$ cat config.mk
export PLATFORM = sky130hd
export DESIGN_NAME = multicycle_ctrl
export DESIGN_NICKNAME = d
export VERILOG_FILES = /design/src/rtl/multicycle_ctrl.sv
export SDC_FILE = /design/constraint.sdc
export NUM_CORES = 1
export LEC_CHECK = 0
export ABC_AREA = 0
export BUFFER_PORTS_ARGS = -buffer_cell sky130_fd_sc_hd__buf_2
export CORE_MARGIN = 5
export CORE_UTILIZATION = 35
export CTS_CLUSTER_DIAMETER = 50
export DETAILED_ROUTE_END_ITERATION = 7
export PLACE_DENSITY = 0.62
export SETUP_SLACK_MARGIN = 0.15
export SYNTH_ARGS = -nofsm -noshare
export SYNTH_HDL_FRONTEND = slang
export SYNTH_SLANG_ARGS = --single-unit
export TNS_END_PERCENT = 20
$ cat constraint.sdc
create_clock -name clk -period 2.6 [get_ports clk]
set_input_delay 0.39 -clock clk [delete_from_list [all_inputs] [get_ports clk]]
set_output_delay 0.39 -clock clk [all_outputs]
set_load 0.005 [all_outputs]
$ cat src/rtl/multicycle_ctrl.sv
// multicycle_ctrl: multicycle control FSM for the MiniSys CPU.
//
// Sequences instruction fetch, register read, ALU, data memory and write-back
// over 2-5 cycles per instruction. Memory accesses (instruction fetch, lw, sw)
// wait on a shared mem_ready handshake. If an access times out, or DECODE sees
// an unsupported instruction, the core halts with a sticky fault that only rst
// clears.
//
// Parameters:
//   MAX_WAIT      wait cycles allowed for mem_ready before a timeout (1-255)
// Ports:
//   clk, rst      clock; asynchronous active-high reset
//   opcode/funct  instruction[31:26] / instruction[5:0] from the IR
//   mem_ready     memory access completes this cycle
//   ir_we         latch the fetched word into the IR
//   pc_we         fetch unit updates the PC (one pulse per retired instruction)
//   nPC_sel       next-PC select: 00 = +4, 10 = beq, 11 = bne
//   j_sel         jump target select
//   mem_re/mem_we memory read (fetch or lw) / memory write (sw)
//   reg_we        register file write
//   reg_dst       write register: 1 = rd, 0 = rt
//   mem_to_reg    write-back source: 1 = memory, 0 = ALU
//   alu_src       ALU B source: 1 = immediate, 0 = rt
//   ext_op        immediate extension: 1 = sign, 0 = zero
//   alu_op        000 ADD, 001 SUB, 010 AND, 011 OR, 100 SLT, 101 LUI
//   state         current FSM state (debug)
//   fault         sticky halt flag
//   retire_count  count of retired instructions (wraps)
module multicycle_ctrl #(
  parameter int unsigned MAX_WAIT = 15
) (
  input  logic        clk,
  input  logic        rst,
  input  logic [5:0]  opcode,
  input  logic [5:0]  funct,
  input  logic        mem_ready,
  output logic        ir_we,
  output logic        pc_we,
  output logic [1:0]  nPC_sel,
  output logic        j_sel,
  output logic        mem_re,
  output logic        mem_we,
  output logic        reg_we,
  output logic        reg_dst,
  output logic        mem_to_reg,
  output logic        alu_src,
  output logic        ext_op,
  output logic [2:0]  alu_op,
  output logic [2:0]  state,
  output logic        fault,
  output logic [31:0] retire_count
);

  typedef enum logic [2:0] {
    StFetch  = 3'd0,
    StDecode = 3'd1,
    StExec   = 3'd2,
    StMem    = 3'd3,
    StWb     = 3'd4,
    StHalt   = 3'd5
  } state_e;

  localparam logic [5:0] OpRtype = 6'b000000;
  localparam logic [5:0] OpJ     = 6'b000010;
  localparam logic [5:0] OpBeq   = 6'b000100;
  localparam logic [5:0] OpBne   = 6'b000101;
  localparam logic [5:0] OpAddiu = 6'b001001;
  localparam logic [5:0] OpOri   = 6'b001101;
  localparam logic [5:0] OpLui   = 6'b001111;
  localparam logic [5:0] OpLw    = 6'b100011;
  localparam logic [5:0] OpSw    = 6'b101011;

  localparam logic [2:0] AluAdd = 3'b000;
  localparam logic [2:0] AluSub = 3'b001;
  localparam logic [2:0] AluAnd = 3'b010;
  localparam logic [2:0] AluOr  = 3'b011;
  localparam logic [2:0] AluSlt = 3'b100;
  localparam logic [2:0] AluLui = 3'b101;

  localparam logic [1:0] NpcSeq = 2'b00;
  localparam logic [1:0] NpcBeq = 2'b10;
  localparam logic [1:0] NpcBne = 2'b11;

  // Value of wait_cnt during the last permitted wait cycle.
  localparam logic [7:0] WaitLast = 8'(MAX_WAIT - 1);

  state_e      state_q, state_d;
  logic [7:0]  wait_cnt_q, wait_cnt_d;
  logic        fault_q, fault_d;
  logic [31:0] retire_count_q, retire_count_d;

  // ---------------------------------------------------------------------------
  // Instruction decode
  // ---------------------------------------------------------------------------
  logic       is_rtype, is_j, is_beq, is_bne, is_addiu, is_ori, is_lui, is_lw, is_sw;
  logic       funct_valid;
  logic [2:0] funct_alu_op;
  logic       op_valid;

  assign is_rtype = (opcode == OpRtype);
  assign is_j     = (opcode == OpJ);
  assign is_beq   = (opcode == OpBeq);
  assign is_bne   = (opcode == OpBne);
  assign is_addiu = (opcode == OpAddiu);
  assign is_ori   = (opcode == OpOri);
  assign is_lui   = (opcode == OpLui);
  assign is_lw    = (opcode == OpLw);
  assign is_sw    = (opcode == OpSw);

  always_comb begin
    funct_valid  = 1'b1;
    funct_alu_op = AluAdd;
    case (funct)
      6'h21:   funct_alu_op = AluAdd;
      6'h23:   funct_alu_op = AluSub;
      6'h24:   funct_alu_op = AluAnd;
      6'h25:   funct_alu_op = AluOr;
      6'h2A:   funct_alu_op = AluSlt;
      default: funct_valid  = 1'b0;
    endcase
  end

  // j is handled separately in DECODE and is not part of this set.
  assign op_valid = (is_rtype && funct_valid) || is_ori || is_addiu || is_lui ||
                    is_lw || is_sw || is_beq || is_bne;

  // ALU controls for the current instruction; only driven out in EXEC/MEM/WB.
  logic       ins_alu_src;
  logic       ins_ext_op;
  logic [2:0] ins_alu_op;

  always_comb begin
    ins_alu_src = 1'b0;
    ins_ext_op  = 1'b0;
    ins_alu_op  = AluAdd;
    if (is_rtype) begin
      ins_alu_op = funct_alu_op;
    end else if (is_ori) begin
      ins_alu_src = 1'b1;
      ins_alu_op  = AluOr;
    end else if (is_addiu || is_lw || is_sw) begin
      ins_alu_src = 1'b1;
      ins_ext_op  = 1'b1;
      ins_alu_op  = AluAdd;
    end else if (is_lui) begin
      ins_alu_src = 1'b1;
      ins_alu_op  = AluLui;
    end else if (is_beq || is_bne) begin
      ins_alu_op = AluSub;
    end
  end

  // mem_ready low on the last permitted wait cycle; mem_ready in that same
  // cycle wins, so the timeout is qualified with !mem_ready.
  logic mem_timeout;
  assign mem_timeout = !mem_ready && (wait_cnt_q == WaitLast);

  // ---------------------------------------------------------------------------
  // State register
  // ---------------------------------------------------------------------------
  always_ff @(posedge clk or posedge rst) begin
    if (rst) begin
      state_q        <= StFetch;
      wait_cnt_q     <= 8'd0;
      fault_q        <= 1'b0;
      retire_count_q <= 32'd0;
    end else begin
      state_q        <= state_d;
      wait_cnt_q     <= wait_cnt_d;
      fault_q        <= fault_d;
      retire_count_q <= retire_count_d;
    end
  end

  // ---------------------------------------------------------------------------
  // Next-state logic
  // ---------------------------------------------------------------------------
  always_comb begin
    state_d = state_q;
    unique case (state_q)
      StFetch: begin
        if (mem_ready) begin
          state_d = StDecode;
        end else if (mem_timeout) begin
          state_d = StHalt;
        end
      end
      StDecode: begin
        if (is_j) begin
          state_d = StFetch;
        end else if (op_valid) begin
          state_d = StExec;
        end else begin
          state_d = StHalt;
        end
      end
      StExec: begin
        if (is_beq || is_bne) begin
          state_d = StFetch;
        end else if (is_lw || is_sw) begin
          state_d = StMem;
        end else begin
          state_d = StWb;
        end
      end
      StMem: begin
        if (mem_ready) begin
          state_d = is_lw ? StWb : StFetch;
        end else if (mem_timeout) begin
          state_d = StHalt;
        end
      end
      StWb:    state_d = StFetch;
      StHalt:  state_d = StHalt;
      default: state_d = StHalt;
    endcase
  end

  // Counters and the sticky fault flag.
  always_comb begin
    fault_d = fault_q;
    if (state_d == StHalt) begin
      fault_d = 1'b1;
    end

    wait_cnt_d = 8'd0;
    if ((state_d == state_q) && !mem_ready &&
        ((state_q == StFetch) || (state_q == StMem))) begin
      wait_cnt_d = wait_cnt_q + 8'd1;
    end

    retire_count_d = retire_count_q;
    if (pc_we) begin
      retire_count_d = retire_count_q + 32'd1;
    end
  end

  // ---------------------------------------------------------------------------
  // Output logic
  // ---------------------------------------------------------------------------
  always_comb begin
    ir_we      = 1'b0;
    pc_we      = 1'b0;
    nPC_sel    = NpcSeq;
    j_sel      = 1'b0;
    mem_re     = 1'b0;
    mem_we     = 1'b0;
    reg_we     = 1'b0;
    reg_dst    = 1'b0;
    mem_to_reg = 1'b0;
    alu_src    = 1'b0;
    ext_op     = 1'b0;
    alu_op     = AluAdd;
    unique case (state_q)
      StFetch: begin
        mem_re = 1'b1;
        ir_we  = mem_ready;
      end
      StDecode: begin
        if (is_j) begin
          pc_we = 1'b1;
          j_sel = 1'b1;
        end
      end
      StExec: begin
        alu_src = ins_alu_src;
        ext_op  = ins_ext_op;
        alu_op  = ins_alu_op;
        if (is_beq) begin
          pc_we   = 1'b1;
          nPC_sel = NpcBeq;
        end else if (is_bne) begin
          pc_we   = 1'b1;
          nPC_sel = NpcBne;
        end
      end
      StMem: begin
        alu_src = ins_alu_src;
        ext_op  = ins_ext_op;
        alu_op  = ins_alu_op;
        mem_re  = is_lw;
        mem_we  = is_sw;
        // sw retires here; lw still has write-back ahead.
        if (is_sw && mem_ready) begin
          pc_we = 1'b1;
        end
      end
      StWb: begin
        alu_src    = ins_alu_src;
        ext_op     = ins_ext_op;
        alu_op     = ins_alu_op;
        reg_we     = 1'b1;
        pc_we      = 1'b1;
        reg_dst    = is_rtype;
        mem_to_reg = is_lw;
      end
      default: ;
    endcase
  end

  assign state        = state_q;
  assign fault        = fault_q;
  assign retire_count = retire_count_q;

endmodule

Word level (Yosys, flattened, before mapping)
Index checks and enable logic that the tools add are counted.
Operators by class
  add/sub/neg operators: 2
  equal/unequal tests: 20
  mux-type cells: 42
  reductions and logical operators: 22
Operator list (number)
  $eq 6x6->1 const B: 7
  $mux 3: 13
  $add 32x1->32 const B: 1
  $mux 1: 21
  $eq 6x4->1 const B: 3
  $pmux 3 s5: 1
  $eq 6x3->1 const B: 2
  $logic_or 1x1->1: 12
  $pmux 3 s4: 1
  $add 8x1->8 const B: 1
  $eq 8x4->1 const B: 1
  $mux 8: 1
  $eq 3x2->1 const B: 2
  $eq 3x3->1 const B: 2
  $eq 6x2->1 const B: 1
  $logic_not 6->1: 1
  $mux 2: 3
  $logic_and 1x1->1: 5
  $reduce_or 5->1: 1
  $pmux 1 s4: 1
  $eq 3x1->1 const B: 1
  $eq 3x3->1: 1
  $logic_not 3->1: 1
  $reduce_or 3->1: 1
  2 further kinds: 2
Storage, ports and cells
  flip-flop bits (word level): 44
  bits of input ports: 15
  output and inout port bits: 51

Logic depth before layout (Yosys ltp)
  depth after elaboration: 18
  gate-level depth with buffers: 8

Worst setup path before layout
OpenSTA, ideal clock, no wires.
  path type: input-to-output
  from: input opcode[3]
  to: output alu_op[0]
  data arrival time: 2.131 ns
  required time: 2.210 ns
  setup slack: 0.079 ns
  stages: 6
  path buffers: 1
  cell sequence: buf_6 -> or4_4 -> or2_1 -> or3_1 -> or3_1 -> a21oi_1
On the way
  longest elaborated chain between the ends: 8
  elaborated cells on any way between the ends: 17
Ends and longest elaborated chain
  start, declared: line 34  | input logic [5:0] opcode,
  $eq 6x3->1 (on tied branches): line 102, 103
  $logic_or 1x1->1: line 148  | end else if (is_beq || is_bne) begin
  $mux 1: line 148
  $mux 3: line 145  | end else if (is_lui) begin
  $mux 3: line 141  | end else if (is_addiu || is_lw || is_sw) begin
  $mux 3: line 138  | end else if (is_ori) begin
  $mux 3 *: line 136  | if (is_rtype) begin
  $mux 3 *: line 254  | unique case (state_q)
  end, declared: line 48  | output logic [2:0] alu_op,
Every way passes the cells marked *; elsewhere a longest branch is shown, timed or not.

Worst setup path after layout
  from: input opcode[2]
  to: output alu_op[0]
The elaborated chain is that of the path after synthesis.

==> results.sh <==
export IMPL_p_leak_nw=1.59
export IMPL_grt_overflow=0
export IMPL_finalCriticalPeriod_ns=2.56
export IMPL_postCtsHoldBufs=0
export IMPL_postRouteAntennaNets=0
export IMPL_root_buffer="clkbuf_8"
export IMPL_grt_pass1_wl_mm=10.7
export IMPL_synthAdderAreaFrac_pct=1.47
export IMPL_yosys_area_share_simple_pct=31.5
export IMPL_synth_top_area_share_pct=43.1
export IMPL_setup_violations=0
export IMPL_path_cells="buf_6 -> or4_4 -> or2_4 -> or3_4 -> or3_1 -> a21oi_2 -> buf_2"
export IMPL_avgViaCountPerCell=4.99
export IMPL_maxSlewViolCount=0
export IMPL_r2r_start="state[1]"
export IMPL_peakVddDrop_uv=306
export IMPL_crit_type="input port to output port"
export IMPL_drt_pre_antenna_iters=4
export IMPL_critical_path_arrival_ns=2.17
export IMPL_worst_endpoint_required_ns=2.21
export IMPL_drt_iter0_markers=73
export IMPL_yosys_warnings=0
export IMPL_clk_pin_slew_ns=0.09
export IMPL_synth_ff_type="dfrtp_1"
export IMPL_yosysTopAreaCell="dfrtp_1"
export IMPL_pwr_share_comb_pct=6.3
export IMPL_power_density_nw_per_um2=367
export IMPL_synth_xor_area_share_pct=13.0
export IMPL_port_buffer_count=65
export IMPL_finalHoldViolCount=0
export IMPL_finish_net_count=373
export IMPL_synth_mux_area_share_pct=0.784
export IMPL_netSwitchingPower_uw=293
export IMPL_syn_instance_count=269
export IMPL_hold_class="input port to async pin"
export IMPL_p_clk_share_pct=36.3
export IMPL_grt_max_degree=45
export IMPL_cts_sinks=44
export IMPL_max_freq_mhz=390
export IMPL_grt_util_all_layers_pct=14.6
export IMPL_wl_per_cell_um=14.2
export IMPL_post_route_drc_count=0
export IMPL_p_int_uw=910
export IMPL_placed_cell_area_um2=3130
export IMPL_cp_slowest_stage_delay_ns=0.54
export IMPL_synth_area_per_cell_um2=9.50
export IMPL_synth_compound_area_share_pct=6.71
export IMPL_min_period_over_period_pct=98.6
export IMPL_dpl_hpwl_mm=4.88
export IMPL_die_h_um=95.4
export IMPL_cp_slowest_cell="or4_4"
export IMPL_std_cell_rows=31
export IMPL_routed_wl_mm=6.45
export IMPL_diodes=0
export IMPL_p_sw_share_pct=24.3
export IMPL_max_cap_violations=0
export IMPL_pwr_share_seq_pct=57.4
export IMPL_synth_yosys_seq_area_share_pct=43.1
export IMPL_fin_skew_ns=0.0128
export IMPL_die_area_um2=9110
export IMPL_mostFrequentLayoutCells="buf_2, dfrtp_1, xor2_1"
export IMPL_critical_path_endpoint_type="output port"
export IMPL_place_congestion=0.842
export IMPL_crit_path_start="opcode[2]"
export IMPL_tightest_slew_ns=0.541
export IMPL_cp_start_kind="input port"
export IMPL_layout_commonest_cell="buf_2"
export IMPL_cts_tree="done"
export IMPL_final_cell_area_um2=3270
export IMPL_ios=66
export IMPL_cp_max_fo=3
export IMPL_syn_nets=287
export IMPL_initial_core_util_pct=35.6
export IMPL_synthArstFlopShare_pct=100
export IMPL_grt_pass1_vias=2313
export IMPL_synth_seq_cells=44
export IMPL_die_x_um=95.4
export IMPL_synth_top_family_by_area="simple AND/OR/NAND/NOR gates"
export IMPL_holdWs_ns=0.216
export IMPL_vias=2272
export IMPL_slew_limit_headroom_pct=63.4
export IMPL_synth_area_um2=2550
export IMPL_insertion_delay_ns=0.30
export IMPL_coreArea_um2=7180
export IMPL_cts_max_level=2
export IMPL_clockBufferDepth=2
export IMPL_drive_above_1_share_pct=33.1
export IMPL_final_util_pct=45.6
export IMPL_antenna_found_initial=0
export IMPL_rsz0062_at_grt="true"
export IMPL_synth_area_leaders="dfrtp_1, xor2_1, nand2_1"
export IMPL_synthDistinctLibCells=43
export IMPL_synth_edf_count=0
export IMPL_syn2layout_area_growth_pct=28.2
export IMPL_cts_buffers_inserted=5
export IMPL_status="complete, no violations"
## layout make-up
type	instances	area, um^2
clock inverter	3	23.8
sequential	44	1100
clock buffer	5	68.8
tap	99	124
multi-input combinational	206	1410
fill	719	3900
timing repair buffer	89	512
inverter	9	33.8
## path summary, 6_finish.rpt
check / depth (start not counted) / end / slack (ns)
worst max register to register: 6 / retire_count[10] / 0.24
worst min-delay path: 3 / retire_count[18] / 0.22
min in group clk: 1 / retire_count[31] / 0.47
worst max-delay path: 7 / alu_op[0] / 0.04
max in group asynchronous: 3 / retire_count[25] / 2.00
worst min register to register: 1 / retire_count[31] / 0.47
## routing by layer
layer	share of wire, %	routed length [um]	GRT usage (%)	vias up
met5	0	0	0	-
met4	0.93	60	3.91	0
met3	6.5	420	2.60	6
met2	44	2870	23.5	67
met1	48	3110	20.1	1071
li1	-	-	-	1128
## power by group through the flow
stage,logic (mW),registers (mW),clock network [mW]
6_report,0.0761,0.690,0.436
5_1_grt,0.0852,0.691,0.482
4_1_cts,0.0755,0.690,0.447
3_5_place_dp,0.0749,0.704,0
3_3_place_gp,0.0742,0.704,0
2_1_floorplan,0.0359,0.704,0
## cells in the mapped netlist (2+ instances only)
cell type and instances:
a211o_1 2, a21oi_1 8, and2_1 2, and3_1 6, buf_6 2, clkbuf_1 7, dfrtp_1 44, ha_1 3
inv_1 9, mux2i_1 2, nand2_1 25, nand2b_1 4, nand3_1 10, nand4_1 10, nand4b_1 3, nor2_1 18
nor2b_1 3, nor3_1 14, nor3b_1 5, nor4_1 14, nor4b_1 7, o21ai_0 4, o31ai_1 2, or2_2 5
or3_1 5, or3b_2 2, xnor2_1 8, xor2_1 30
## critical path: cells and delay by family
| kind | cells | cell delay (ns) |
|---|---|---|
| AOI/OAI and AO/OA | 1 | 0.12 |
| and+or+nand+nor | 4 | 1.44 |
| buffers and inverters | 2 | 0.22 |
## stage by stage
| stage | worst slack (ns) | TNS [ns] | total power, mW | std cells |
|---|---|---|---|---|
| 2_1_floorplan | 0.128 | 0 | 0.740 | 269 |
| 3_3_place_gp | -0.138 | -0.300 | 0.778 | 446 |
| 3_5_place_dp | -0.238 | -0.675 | 0.779 | 446 |
| 4_1_cts | 0.0191 | 0 | 1.21 | 455 |
| 5_1_grt | -0.0338 | -0.0490 | 1.26 | 455 |
| 6_report | 0.0359 | 0 | 1.20 | 455 |
## flip-flops by register name (all words and copies together) (netlist names)
register      cells
wait_cnt_q        8
state             3
retire_count     32
fault             1
## logic make-up after synthesis
family | Yosys count
AOI/OAI and AO/OA | 23
xor gates and xnor gates | 38
adders and majority gates | 3
buffers and inverters | 19
DFF | 44
muxes | 2
and+or+nand+nor | 140
## repair_timing
item	4_1_cts	5_1_grt
buffers inserted	1	0
gates resized for setup	0	10
setup endpoints to repair	9	9
cloned	0	0
pin swaps	4	2
No activity file was read; power rests on OpenSTA's default activity.
